[config.mk]
export PLATFORM = sky130hd
export DESIGN_NAME = prvp_spi_master_ctrl_flat
export DESIGN_NICKNAME = d
export VERILOG_FILES = /design/src/rtl/prvp_spi_master_ctrl_pkg.sv /design/src/rtl/prvp_spi_master_ctrl_if.sv /design/src/rtl/prvp_spi_ctrl_shreg.sv /design/src/rtl/prvp_spi_master_ctrl.sv /design/src/flat_wrapper.sv
export SDC_FILE = /design/constraint.sdc
export NUM_CORES = 1
export LEC_CHECK = 0
export BUFFER_PORTS_ARGS = -buffer_cell sky130_fd_sc_hd__buf_2
export CORE_MARGIN = 2
export CORE_UTILIZATION = 62
export CTS_CLUSTER_DIAMETER = 40
export DETAILED_ROUTE_END_ITERATION = 10
export PLACE_DENSITY_LB_ADDON = 0.08
export RECOVER_POWER = 25
export SLEW_MARGIN = 25
export SYNTH_ARGS = -nofsm -noshare
export SYNTH_HDL_FRONTEND = slang
export SYNTH_SLANG_ARGS = --single-unit
export TNS_END_PERCENT = 100
[constraint.sdc]
create_clock -name clk -period 5.3 [get_ports clk]
set_input_delay 0.795 -clock clk [delete_from_list [all_inputs] [get_ports clk]]
set_output_delay 0.795 -clock clk [all_outputs]
set_load 0.005 [all_outputs]
[src/rtl/prvp_spi_master_ctrl_pkg.sv]
`default_nettype none
// ============================================================================
// Module      : prvp_spi_ctrl_pkg
// Description : Shared FSM state encoding and default sizing for the C2C SPI
//               master transaction sequencer.
// Revision    : 1.0 - initial release
// ============================================================================
package prvp_spi_ctrl_pkg;

    localparam int c_DEF_DATA_W   = 32;
    localparam int c_DEF_CS_SETUP = 2;
    localparam int c_DEF_CS_HOLD  = 2;

    typedef enum logic [2:0] {
        ST_IDLE  = 3'd0,
        ST_SETUP = 3'd1,
        ST_SHIFT = 3'd2,
        ST_TAIL  = 3'd3,
        ST_HOLD  = 3'd4,
        ST_RESP  = 3'd5
    } state_t;

endpackage
`default_nettype wire

[src/rtl/prvp_spi_master_ctrl_if.sv]
`default_nettype none
// ============================================================================
// Module      : prvp_spi_master_ctrl_if
// Description : Request/response handshake bundle between the command logic
//               (master) and the SPI transaction sequencer (slave).
// Revision    : 1.0 - initial release
// ============================================================================
interface prvp_spi_master_ctrl_if
    import prvp_spi_ctrl_pkg::*;
#(
    parameter int DATA_W = c_DEF_DATA_W
);
    localparam int LEN_W = $clog2(DATA_W + 1);

    logic              req_valid;
    logic              req_ready;
    logic [LEN_W-1:0]  req_len;
    logic [DATA_W-1:0] req_wdata;
    logic              rsp_valid;
    logic              rsp_ready;
    logic [DATA_W-1:0] rsp_rdata;
    logic              busy;

    modport master (
        output req_valid, req_len, req_wdata, rsp_ready,
        input  req_ready, rsp_valid, rsp_rdata, busy
    );

    modport slave (
        input  req_valid, req_len, req_wdata, rsp_ready,
        output req_ready, rsp_valid, rsp_rdata, busy
    );

endinterface
`default_nettype wire

[src/rtl/prvp_spi_ctrl_shreg.sv]
`default_nettype none
// ============================================================================
// Module      : prvp_spi_ctrl_shreg
// Description : MSB-first TX shifter, optional RX shifter and bit counter.
//               RX path is built only when PRVP_SPI_CTRL_RX_EN is defined.
// Revision    : 1.0 - initial release
// ============================================================================
module prvp_spi_ctrl_shreg
    import prvp_spi_ctrl_pkg::*;
#(
    parameter int DATA_W = c_DEF_DATA_W,
    parameter int LEN_W  = $clog2(DATA_W + 1)
) (
    input  wire logic              clk,
    input  wire logic              rst,
    input  wire logic              i_load,
    input  wire logic              i_shift_tx,
    input  wire logic              i_shift_rx,
    input  wire logic [LEN_W-1:0]  i_len,
    input  wire logic [DATA_W-1:0] i_wdata,
    input  wire logic              i_miso,
    output logic                   o_mosi,
    output logic [DATA_W-1:0]      o_rdata,
    output logic                   o_cnt_lt_len,
    output logic                   o_cnt_last
);

    localparam logic [LEN_W-1:0] c_DATA_W_L = LEN_W'(DATA_W);

    logic [DATA_W-1:0] r_tx;
    logic [LEN_W-1:0]  r_len;
    logic [LEN_W-1:0]  r_cnt;
    logic [LEN_W-1:0]  w_eff_len;

    always_comb begin
        w_eff_len = (i_len > c_DATA_W_L) ? c_DATA_W_L : i_len;
    end

    // TX word is left-justified at load so the MSB always carries the live bit.
    always_ff @(posedge clk) begin
        if (rst) begin
            r_tx  <= '0;
            r_len <= '0;
            r_cnt <= '0;
        end else if (i_load) begin
            r_tx  <= i_wdata << (c_DATA_W_L - w_eff_len);
            r_len <= w_eff_len;
            r_cnt <= '0;
        end else begin
            if (i_shift_tx) begin
                r_tx <= r_tx << 1;
            end
            if (i_shift_rx) begin
                r_cnt <= r_cnt + LEN_W'(1);
            end
        end
    end

    assign o_mosi       = r_tx[DATA_W-1];
    assign o_cnt_lt_len = (r_cnt < r_len);
    assign o_cnt_last   = (r_cnt == (r_len - LEN_W'(1)));

`ifdef PRVP_SPI_CTRL_RX_EN
    logic [DATA_W-1:0] r_rx;

    always_ff @(posedge clk) begin
        if (rst) begin
            r_rx <= '0;
        end else if (i_load) begin
            r_rx <= '0;
        end else if (i_shift_rx) begin
            r_rx <= {r_rx[DATA_W-2:0], i_miso};
        end
    end

    assign o_rdata = r_rx;
`else
    logic w_unused_rx;
    assign w_unused_rx = i_miso ^ i_shift_rx;
    assign o_rdata     = '0;
`endif

endmodule
`default_nettype wire

[src/rtl/prvp_spi_master_ctrl.sv]
`default_nettype none
// ============================================================================
// Module      : prvp_spi_master_ctrl
// Description : SPI mode-0 transaction sequencer: chip-select, clock-enable
//               gating and shift control. Full-duplex when
//               PRVP_SPI_CTRL_RX_EN is defined, write-only otherwise.
// Revision    : 1.0 - initial release
// ============================================================================
module prvp_spi_master_ctrl
    import prvp_spi_ctrl_pkg::*;
#(
    parameter int DATA_W   = c_DEF_DATA_W,
    parameter int CS_SETUP = c_DEF_CS_SETUP,
    parameter int CS_HOLD  = c_DEF_CS_HOLD
) (
    input  wire logic             clk,
    input  wire logic             rst,
    prvp_spi_master_ctrl_if.slave bus,
    output logic                  clkgen_en,
    input  wire logic             spi_clk,
    input  wire logic             spi_rise,
    input  wire logic             spi_fall,
    output logic                  spi_cs_n,
    output logic                  spi_mosi,
    input  wire logic             spi_miso
);

    localparam int c_LEN_W   = $clog2(DATA_W + 1);
    localparam int c_TMR_MAX = (CS_SETUP > CS_HOLD) ? CS_SETUP : CS_HOLD;
    localparam int c_TMR_W   = $clog2(c_TMR_MAX + 1);
    localparam logic [c_TMR_W-1:0] c_SETUP_LAST = c_TMR_W'(CS_SETUP - 1);
    localparam logic [c_TMR_W-1:0] c_HOLD_LAST  = c_TMR_W'(CS_HOLD - 1);

    state_t             r_state;
    logic [c_TMR_W-1:0] r_tmr;
    logic               r_cs_n;
    logic               r_clkgen_en;
    logic               r_req_ready;
    logic               r_rsp_valid;
    logic               r_busy;

    logic               w_load;
    logic               w_shift_tx;
    logic               w_shift_rx;
    logic               w_cnt_lt_len;
    logic               w_cnt_last;
    logic [DATA_W-1:0]  w_rdata;
    logic               w_unused_spi_clk;

    // Strobes are honoured only in SHIFT; TAIL watches spi_fall directly.
    assign w_load     = (r_state == ST_IDLE) && bus.req_valid;
    assign w_shift_rx = (r_state == ST_SHIFT) && spi_rise;
    assign w_shift_tx = (r_state == ST_SHIFT) && spi_fall && w_cnt_lt_len;

    prvp_spi_ctrl_shreg #(
        .DATA_W (DATA_W),
        .LEN_W  (c_LEN_W)
    ) u_shreg (
        .clk          (clk),
        .rst          (rst),
        .i_load       (w_load),
        .i_shift_tx   (w_shift_tx),
        .i_shift_rx   (w_shift_rx),
        .i_len        (bus.req_len),
        .i_wdata      (bus.req_wdata),
        .i_miso       (spi_miso),
        .o_mosi       (spi_mosi),
        .o_rdata      (w_rdata),
        .o_cnt_lt_len (w_cnt_lt_len),
        .o_cnt_last   (w_cnt_last)
    );

    always_ff @(posedge clk) begin
        if (rst) begin
            r_state     <= ST_IDLE;
            r_tmr       <= '0;
            r_cs_n      <= 1'b1;
            r_clkgen_en <= 1'b0;
            r_req_ready <= 1'b1;
            r_rsp_valid <= 1'b0;
            r_busy      <= 1'b0;
        end else begin
            case (r_state)
                ST_IDLE: begin
                    if (bus.req_valid) begin
                        r_req_ready <= 1'b0;
                        r_busy      <= 1'b1;
                        r_tmr       <= '0;
                        // Zero-length requests answer immediately without touching the bus.
                        if (bus.req_len == '0) begin
                            r_rsp_valid <= 1'b1;
                            r_state     <= ST_RESP;
                        end else begin
                            r_cs_n  <= 1'b0;
                            r_state <= ST_SETUP;
                        end
                    end
                end
                ST_SETUP: begin
                    if (r_tmr == c_SETUP_LAST) begin
                        r_clkgen_en <= 1'b1;
                        r_state     <= ST_SHIFT;
                    end else begin
                        r_tmr <= r_tmr + c_TMR_W'(1);
                    end
                end
                ST_SHIFT: begin
                    if (spi_rise && w_cnt_last) begin
                        r_state <= ST_TAIL;
                    end
                end
                ST_TAIL: begin
                    // Dropping the enable on a fall parks the generator with SCK low.
                    if (spi_fall) begin
                        r_clkgen_en <= 1'b0;
                        r_tmr       <= '0;
                        r_state     <= ST_HOLD;
                    end
                end
                ST_HOLD: begin
                    if (r_tmr == c_HOLD_LAST) begin
                        r_cs_n      <= 1'b1;
                        r_rsp_valid <= 1'b1;
                        r_state     <= ST_RESP;
                    end else begin
                        r_tmr <= r_tmr + c_TMR_W'(1);
                    end
                end
                ST_RESP: begin
                    if (bus.rsp_ready) begin
                        r_rsp_valid <= 1'b0;
                        r_req_ready <= 1'b1;
                        r_busy      <= 1'b0;
                        r_state     <= ST_IDLE;
                    end
                end
                default: begin
                    r_state <= ST_IDLE;
                end
            endcase
        end
    end

    assign bus.req_ready = r_req_ready;
    assign bus.rsp_valid = r_rsp_valid;
    assign bus.rsp_rdata = w_rdata;
    assign bus.busy      = r_busy;
    assign spi_cs_n      = r_cs_n;
    assign clkgen_en     = r_clkgen_en;

    assign w_unused_spi_clk = spi_clk;

endmodule
`default_nettype wire
[src/flat_wrapper.sv]
// flat-port wrapper written by rule: the top's interface ports become plain ports
module prvp_spi_master_ctrl_flat import prvp_spi_ctrl_pkg::*;
#(
    parameter int DATA_W   = c_DEF_DATA_W,
    parameter int CS_SETUP = c_DEF_CS_SETUP,
    parameter int CS_HOLD  = c_DEF_CS_HOLD
)
  (clk, rst, clkgen_en, spi_clk, spi_rise, spi_fall, spi_cs_n, spi_mosi, spi_miso, bus_req_valid, bus_req_len, bus_req_wdata, bus_rsp_ready, bus_req_ready, bus_rsp_valid, bus_rsp_rdata, bus_busy);
  prvp_spi_master_ctrl_if #(.DATA_W(DATA_W)) bus_i ();
  input  wire logic clk;
  input  wire logic rst;
  output logic clkgen_en;
  input  wire logic spi_clk;
  input  wire logic spi_rise;
  input  wire logic spi_fall;
  output logic spi_cs_n;
  output logic spi_mosi;
  input  wire logic spi_miso;
  input wire logic [$bits(bus_i.req_valid)-1:0] bus_req_valid;
  input wire logic [$bits(bus_i.req_len)-1:0] bus_req_len;
  input wire logic [$bits(bus_i.req_wdata)-1:0] bus_req_wdata;
  input wire logic [$bits(bus_i.rsp_ready)-1:0] bus_rsp_ready;
  output wire logic [$bits(bus_i.req_ready)-1:0] bus_req_ready;
  output wire logic [$bits(bus_i.rsp_valid)-1:0] bus_rsp_valid;
  output wire logic [$bits(bus_i.rsp_rdata)-1:0] bus_rsp_rdata;
  output wire logic [$bits(bus_i.busy)-1:0] bus_busy;
  assign bus_i.req_valid = bus_req_valid;
  assign bus_i.req_len = bus_req_len;
  assign bus_i.req_wdata = bus_req_wdata;
  assign bus_i.rsp_ready = bus_rsp_ready;
  assign bus_req_ready = bus_i.req_ready;
  assign bus_rsp_valid = bus_i.rsp_valid;
  assign bus_rsp_rdata = bus_i.rsp_rdata;
  assign bus_busy = bus_i.busy;
  prvp_spi_master_ctrl #(.DATA_W(DATA_W), .CS_SETUP(CS_SETUP), .CS_HOLD(CS_HOLD)) u_core (.clk(clk), .rst(rst), .bus(bus_i), .clkgen_en(clkgen_en), .spi_clk(spi_clk), .spi_rise(spi_rise), .spi_fall(spi_fall), .spi_cs_n(spi_cs_n), .spi_mosi(spi_mosi), .spi_miso(spi_miso));
endmodule
==> results.toml, run 1 <==
[synth]
synth_seq_cells = 54
synth_edf_count = 0
synth.cell_area_um2 = 4870
ys.flop_type = "dfxtp_1"
yosys_warnings = 0
synth_top_cells_by_area = "dfxtp_1 22%, mux2i_1 11%, mux4_1 5.9%, mux4_2 5.6%, buf_4 4.9%"
synth_common_cells = "60 x nor2_1, 54 x dfxtp_1, 53 x mux2i_1"
ys_types = 70
synthCells = 559
synth-seq-area-share_pct = 22.2
synth.most_common_cell = "nor2_1"
synth_top_cell_area_share_pct = 22.2
synth_top_area_cell = "dfxtp_1"
syn_avg_cell_area_um2 = 8.70
async_flop_share_pct = 0

[clocking]
post_cts_resize_count = 0
cts_max_level = 2
clockBufferDepth = 2
insertion_delay_ns = 0.31
cts-buffers-inserted = 5
cts_setup_buffers = 0
cts_root_buf = "clkbuf_8"
cts_tree = "done"
path_clk_slew_ns = 0.10
hold_buffers = 0
clkSinkCount = 54

[floorplanning]
core_area_um2 = 7650
initial_core_util_pct = 63.6
io_pins = 84
die_y_um = 92.6
chipWidth_um = 92.6
die_area_um2 = 8570
fp-row-count = 32

[critical_path]
crit_chain = "clkbuf_1 > nor4b_1 > o41ai_2 > clkbuf_1 > nor2_1 > nand2_1 > o31a_1 > a41oi_1"
required_ns = 5.53
crit_path_start_kind = "primary input"
cpMaxStageDelayCell = "nor4b_1"
max_stage_delay_ns = 1.17
reg2reg_setup_slack_ns = 1.49
cp_data_arrival_time_ns = 4.16
crit_top_cell = "clkbuf_1"
path_max_fanout = 12
crit_type = "in -> reg"
worstSetupEndpointType = "flip-flop"

[power]
p_leak_nw = 2.09
netSwitchingPower_mw = 0.771
comb_power_share_pct = 52.7
clockPowerShare_pct = 13.1
ir_worst_vdd_mv = 0.156
pwr-share-seq_pct = 34.2
internal_power_mw = 0.983
swShare_pct = 43.9
power_mw = 1.75
power_density_nw_per_um2 = 351

[job]
drv_cap = 0

[sta]
grt_setup_unrepaired = "false"
finalCritPeriodShare_pct = 74.0
finalSetupViolCount = 0
worstMarginPinSlew_ns = 1.45
min_period_ns = 3.92
hold_viol = 0
setup_tns_ns = 0
fin_skew_ns = 0.0102
relSlewSlack_pct = 1.71
fmax_mhz = 255
maxSlewViolCount = 0

[grt]
grt_pass1_vias = 4047
grt-ovfl-total = 0
antenna_found_initial = 0
grt_pass1_wl_um = 19900
grtUsageTotal_pct = 28.9
grt_max_degree = 48

[layout]
area_delta_synth_final_pct = 2.78
drive_gt1_share_pct = 16.9
antenna_cells = 0
finalNetCount = 635

[detailed_routing]
ant_nets = 0
wl_per_cell_um = 17.8
routed_via_density = 6.33
drtIter0Drc = 297
vias = 4308
drtPass1Iterations = 5
drcViolationCount = 0
finalWirelength_um = 12100

[place]
io_buffers = 49
dp_hpwl_um = 9130
gp_congestion = 0.947

[min_path]
min_path_type = "reg -> reg"

[outcome]
status = "completed"
==> area by class of cell <==
type | instances | area, µm²
multi-input combinational | 451 | 3380
fill | 690 | 2650
sequential | 54 | 1080
timing repair buffer | 56 | 290
tap | 102 | 128
clock buffer | 5 | 68.8
inverter | 11 | 41.3
clock inverter | 2 | 13.8
==> kinds of logic (layout without fill, tap and decap cells) <==
| group | Yosys count | in the layout | share of synthesized area, % |
|---|---|---|---|
| mux | 87 | 87 | 24.9 |
| simple gates | 173 | 173 | 16.8 |
| other cells | 1 | 32 | 0.0771 |
| flops | 54 | 54 | 22.2 |
| xor+xnor | 13 | 13 | 3.11 |
| compound gates | 136 | 136 | 19.6 |
| buf+inv | 85 | 74 | 10.6 |
| fa+ha+maj | 10 | 10 | 2.57 |
==> registers in the layout, summed over array words and instances (netlist names) <==
signal,cells
u_core.r_tmr,2
u_core.u_shreg.r_tx,32
u_core.clkgen_en,1
u_core.spi_cs_n,1
u_core.bus.rsp_valid,1
u_core.r_state,3
u_core.u_shreg.r_len,6
u_core.u_shreg.r_cnt,6
u_core.bus.busy,1
u_core.bus.req_ready,1
==> power groups by stage <==
| stage | sequential (mW) | clock, mW | combinational (mW) |
|---|---|---|---|
| after floorplan | 0.580 | 0 | 0.748 |
| after global placement | 0.606 | 0 | 0.904 |
| after detailed placement | 0.612 | 0 | 0.921 |
| after CTS | 0.602 | 0.236 | 0.925 |
| after global routing | 0.615 | 0.250 | 1.03 |
| final | 0.600 | 0.229 | 0.923 |
==> per-layer routing <==
metal  track usage [%]  vias up  routed length, µm
met5                 0        -                  0
met4              10.1        0                322
met3              3.09       22                596
met2              49.9      167               5980
met1              37.6     2074               5240
li1                  -     2045                  -
==> critical path, delay by kind of cell <==
family | cells | cell delay, ns
compound gates | 3 | 0.77
buf+inv | 2 | 0.47
simple gates | 3 | 2.12
==> per-stage QoR <==
step	utilization, %	std cells	hold slack [ns]	cell area [µm²]	worst slack [ns]
CTS	65.7	681	0.447	5020	1.74
global route	65.4	681	0.473	5000	1.10
floorplan	-	590	0.432	4980	2.09
detailed placement	64.6	674	0.431	4940	1.42
global placement	64.6	674	0.429	4940	1.44
finish	65.4	681	0.443	5000	1.38
==> path summary, 6_finish.rpt <==
check | from | cells after the start | end
hold reg to reg | u_core.bus.req_ready | 2 | u_core.bus.req_ready
setup reg to reg | u_core.r_state[2] | 7 | u_core.u_shreg.r_tx[30]
setup / recovery | bus_req_valid | 8 | u_core.u_shreg.r_tx[30]
hold / removal | u_core.bus.req_ready | 2 | u_core.bus.req_ready
==> cells in the final DEF, fill, tap and decap left out, types with 4 or more instances in the layout <==
cell type / instances
nor2_1: 60
clkbuf_1: 4
a22oi_1: 4
nor4_1: 6
mux4_2: 12
nand2_1: 50
xnor2_1: 4
o211ai_1: 5
or3_1: 4
conb_1: 32
a311oi_1: 4
mux2_2: 11
a211oi_1: 16
inv_1: 11
buf_4: 6
o21ai_0: 30
nand2b_1: 6
a21o_1: 4
mux2i_1: 52
xor2_1: 7
nand3b_1: 4
nand4_1: 5
a21oi_1: 24
clkbuf_8: 5
mux4_1: 11
nor3_1: 8
ha_1: 10
nand3_1: 11
o21a_1: 7
buf_2: 46
dfxtp_1: 54
Note: power is estimated with default switching activity, not from simulation.
==> run 2: changes to the inputs <==
CORE_UTILIZATION = 52   (was 62)
clock period = 3.6 ns   (was 5.3 ns; I/O delays follow)
==> run 2 against run 1 <==
Die area increased by 18%. Non-clock buffer count up 11. Utilization is 9.3 points lower. Sequential power up 48%. Sequential share of layout area down 0.58 points. Clock-buffer cell count is the same. Clock skew grew 0.0039 ns. Largest cell class unchanged. Clock power is 83% higher.
==> results.toml, run 2 (same netlist as run 1, synthesis figures left out) <==
[outcome]
status = "completed"

[floorplanning]
die_area_um2 = 10100
initial_core_util_pct = 53.2
core_area_um2 = 9150
io_pins = 84
chipWidth_um = 101
fp-row-count = 35
die_y_um = 101

[detailed_routing]
wl_per_cell_um = 17.3
drtIter0Drc = 263
finalWirelength_um = 12100
routed_via_density = 6.09
drtPass1Iterations = 8
vias = 4273
drcViolationCount = 0
ant_nets = 0

[critical_path]
crit_path_start_kind = "primary input"
cp_data_arrival_time_ns = 3.07
required_ns = 3.78
crit_type = "in -> reg"
path_max_fanout = 16
worstSetupEndpointType = "flip-flop"

[grt]
grt_pass1_wl_um = 20100
grt-ovfl-total = 0
antenna_found_initial = 0
grt_pass1_vias = 4010
grt_max_degree = 35
grtUsageTotal_pct = 24.6

[layout]
drive_gt1_share_pct = 18.8
fin_area_um2 = 5140
largest_reg_flops = 32
layout_common_cells = "60 x nor2_1, 54 x dfxtp_1, 52 x mux2i_1"
layout_commonest_cell = "nor2_1"
finalNetCount = 646
area_delta_synth_final_pct = 5.61
antenna_cells = 0
fill_cells = 878
largest_register = "u_core.u_shreg.r_tx"
top_regs = "u_core.u_shreg.r_tx x32, u_core.u_shreg.r_cnt x6, u_core.u_shreg.r_len x6"
multi_input_area_um2 = 3380
seq_area_um2 = 1080
final_cells = 702

[job]
drv_cap = 0

[sta]
relSlewSlack_pct = 41.0
fin_skew_ns = 0.0141
fmax_mhz = 346
grt_setup_unrepaired = "false"
hold_viol = 0
finalCritPeriodShare_pct = 80.3
maxSlewViolCount = 0
worstMarginPinSlew_ns = 0.886
finalSetupViolCount = 0
setup_tns_ns = 0
min_period_ns = 2.89
setup_ws_ns = 0.710

[place]
io_buffers = 49
dp.cells = 694
gp_congestion = 0.960
place_ws_ns = 0.372
dp_hpwl_um = 9550
place_area_um2 = 5050

[power]
internal_power_mw = 1.56
swShare_pct = 42.3
clockPowerShare_pct = 15.5
netSwitchingPower_mw = 1.14
power_mw = 2.70
ir_worst_vdd_mv = 0.318
power_density_nw_per_um2 = 525
p_leak_nw = 2.16
comb_power_share_pct = 51.7
pwr-share-seq_pct = 32.8

[clocking]
cts_max_level = 2
cts_tree = "done"
cts_root_buf = "clkbuf_8"
clkSinkCount = 54
insertion_delay_ns = 0.31
cts-buffers-inserted = 5
post_cts_resize_count = 0
path_clk_slew_ns = 0.10
clockBufferDepth = 2
cts_setup_buffers = 0
hold_buffers = 0

[min_path]
min_path_type = "reg -> reg"
## run 2: changes by cell type in the layout (fill, tap and decap cells not counted)
| cell | previous run | this run |
|---|---|---|
| buf_4 | 6 | 16 |
| buf_12 | 0 | 1 |
| buf_2 | 46 | 47 |
| bufinv_16 | 0 | 1 |
| clkbuf_1 | 4 | 3 |
## run 2: final cells by class
class	count	area share (%)
inverters	11	0.804
flip-flops and latches	54	21.0
multi-input cells	451	65.7
well taps	111	2.70
repair buffers	67	7.52
clock buffers	5	1.34
clock inverters	3	0.852
## run 2: power groups by stage
stage	Clock, mW	Sequential, mW	Combinational (mW)
floorplan	0	0.854	1.10
global placement	0	0.897	1.38
detailed placement	0	0.902	1.39
CTS	0.429	0.889	1.40
global route	0.449	0.910	1.55
finish	0.418	0.885	1.39
## run 2: path summary, 6_finish.rpt
check / start / to / slack (ns) / cells past startpoint
worst max-delay path: bus_req_len[5] / u_core.u_shreg.r_tx[29] / 0.71 / 9
worst min-delay path: u_core.bus.req_ready / u_core.bus.req_ready / 0.44 / 2
worst max register to register: u_core.u_shreg.r_len[4] / u_core.u_shreg.r_tx[18] / 0.77 / 8
worst min register to register: u_core.bus.req_ready / u_core.bus.req_ready / 0.44 / 2
## run 2: per-layer routing
metal | up-vias | global-route usage (%) | part of all wire, %
li1 | 2078 | - | -
met3 | 24 | 2.91 | 4.0
met1 | 2041 | 33.2 | 46
met5 | - | 0 | 0
met2 | 130 | 40.9 | 47
met4 | 0 | 8.54 | 2.6
## run 2: worst max-delay path, cell delays in order
cell and delay [ns]:
buf_2 0.17, nand2b_2 0.20, ha_1 0.37, xnor2_4 0.33
buf_4 0.32, mux4_1 0.61, mux2_2 0.28, o21ai_1 0.14
a311oi_1 0.10
## run 2: metrics by stage
stage                     hold WS [ns]  utilization [%]
after floorplan                  0.432                -
after global placement           0.429             55.1
after detailed placement         0.434             55.1
after CTS                        0.449             56.4
after global routing             0.478             56.1
final                            0.444             56.1
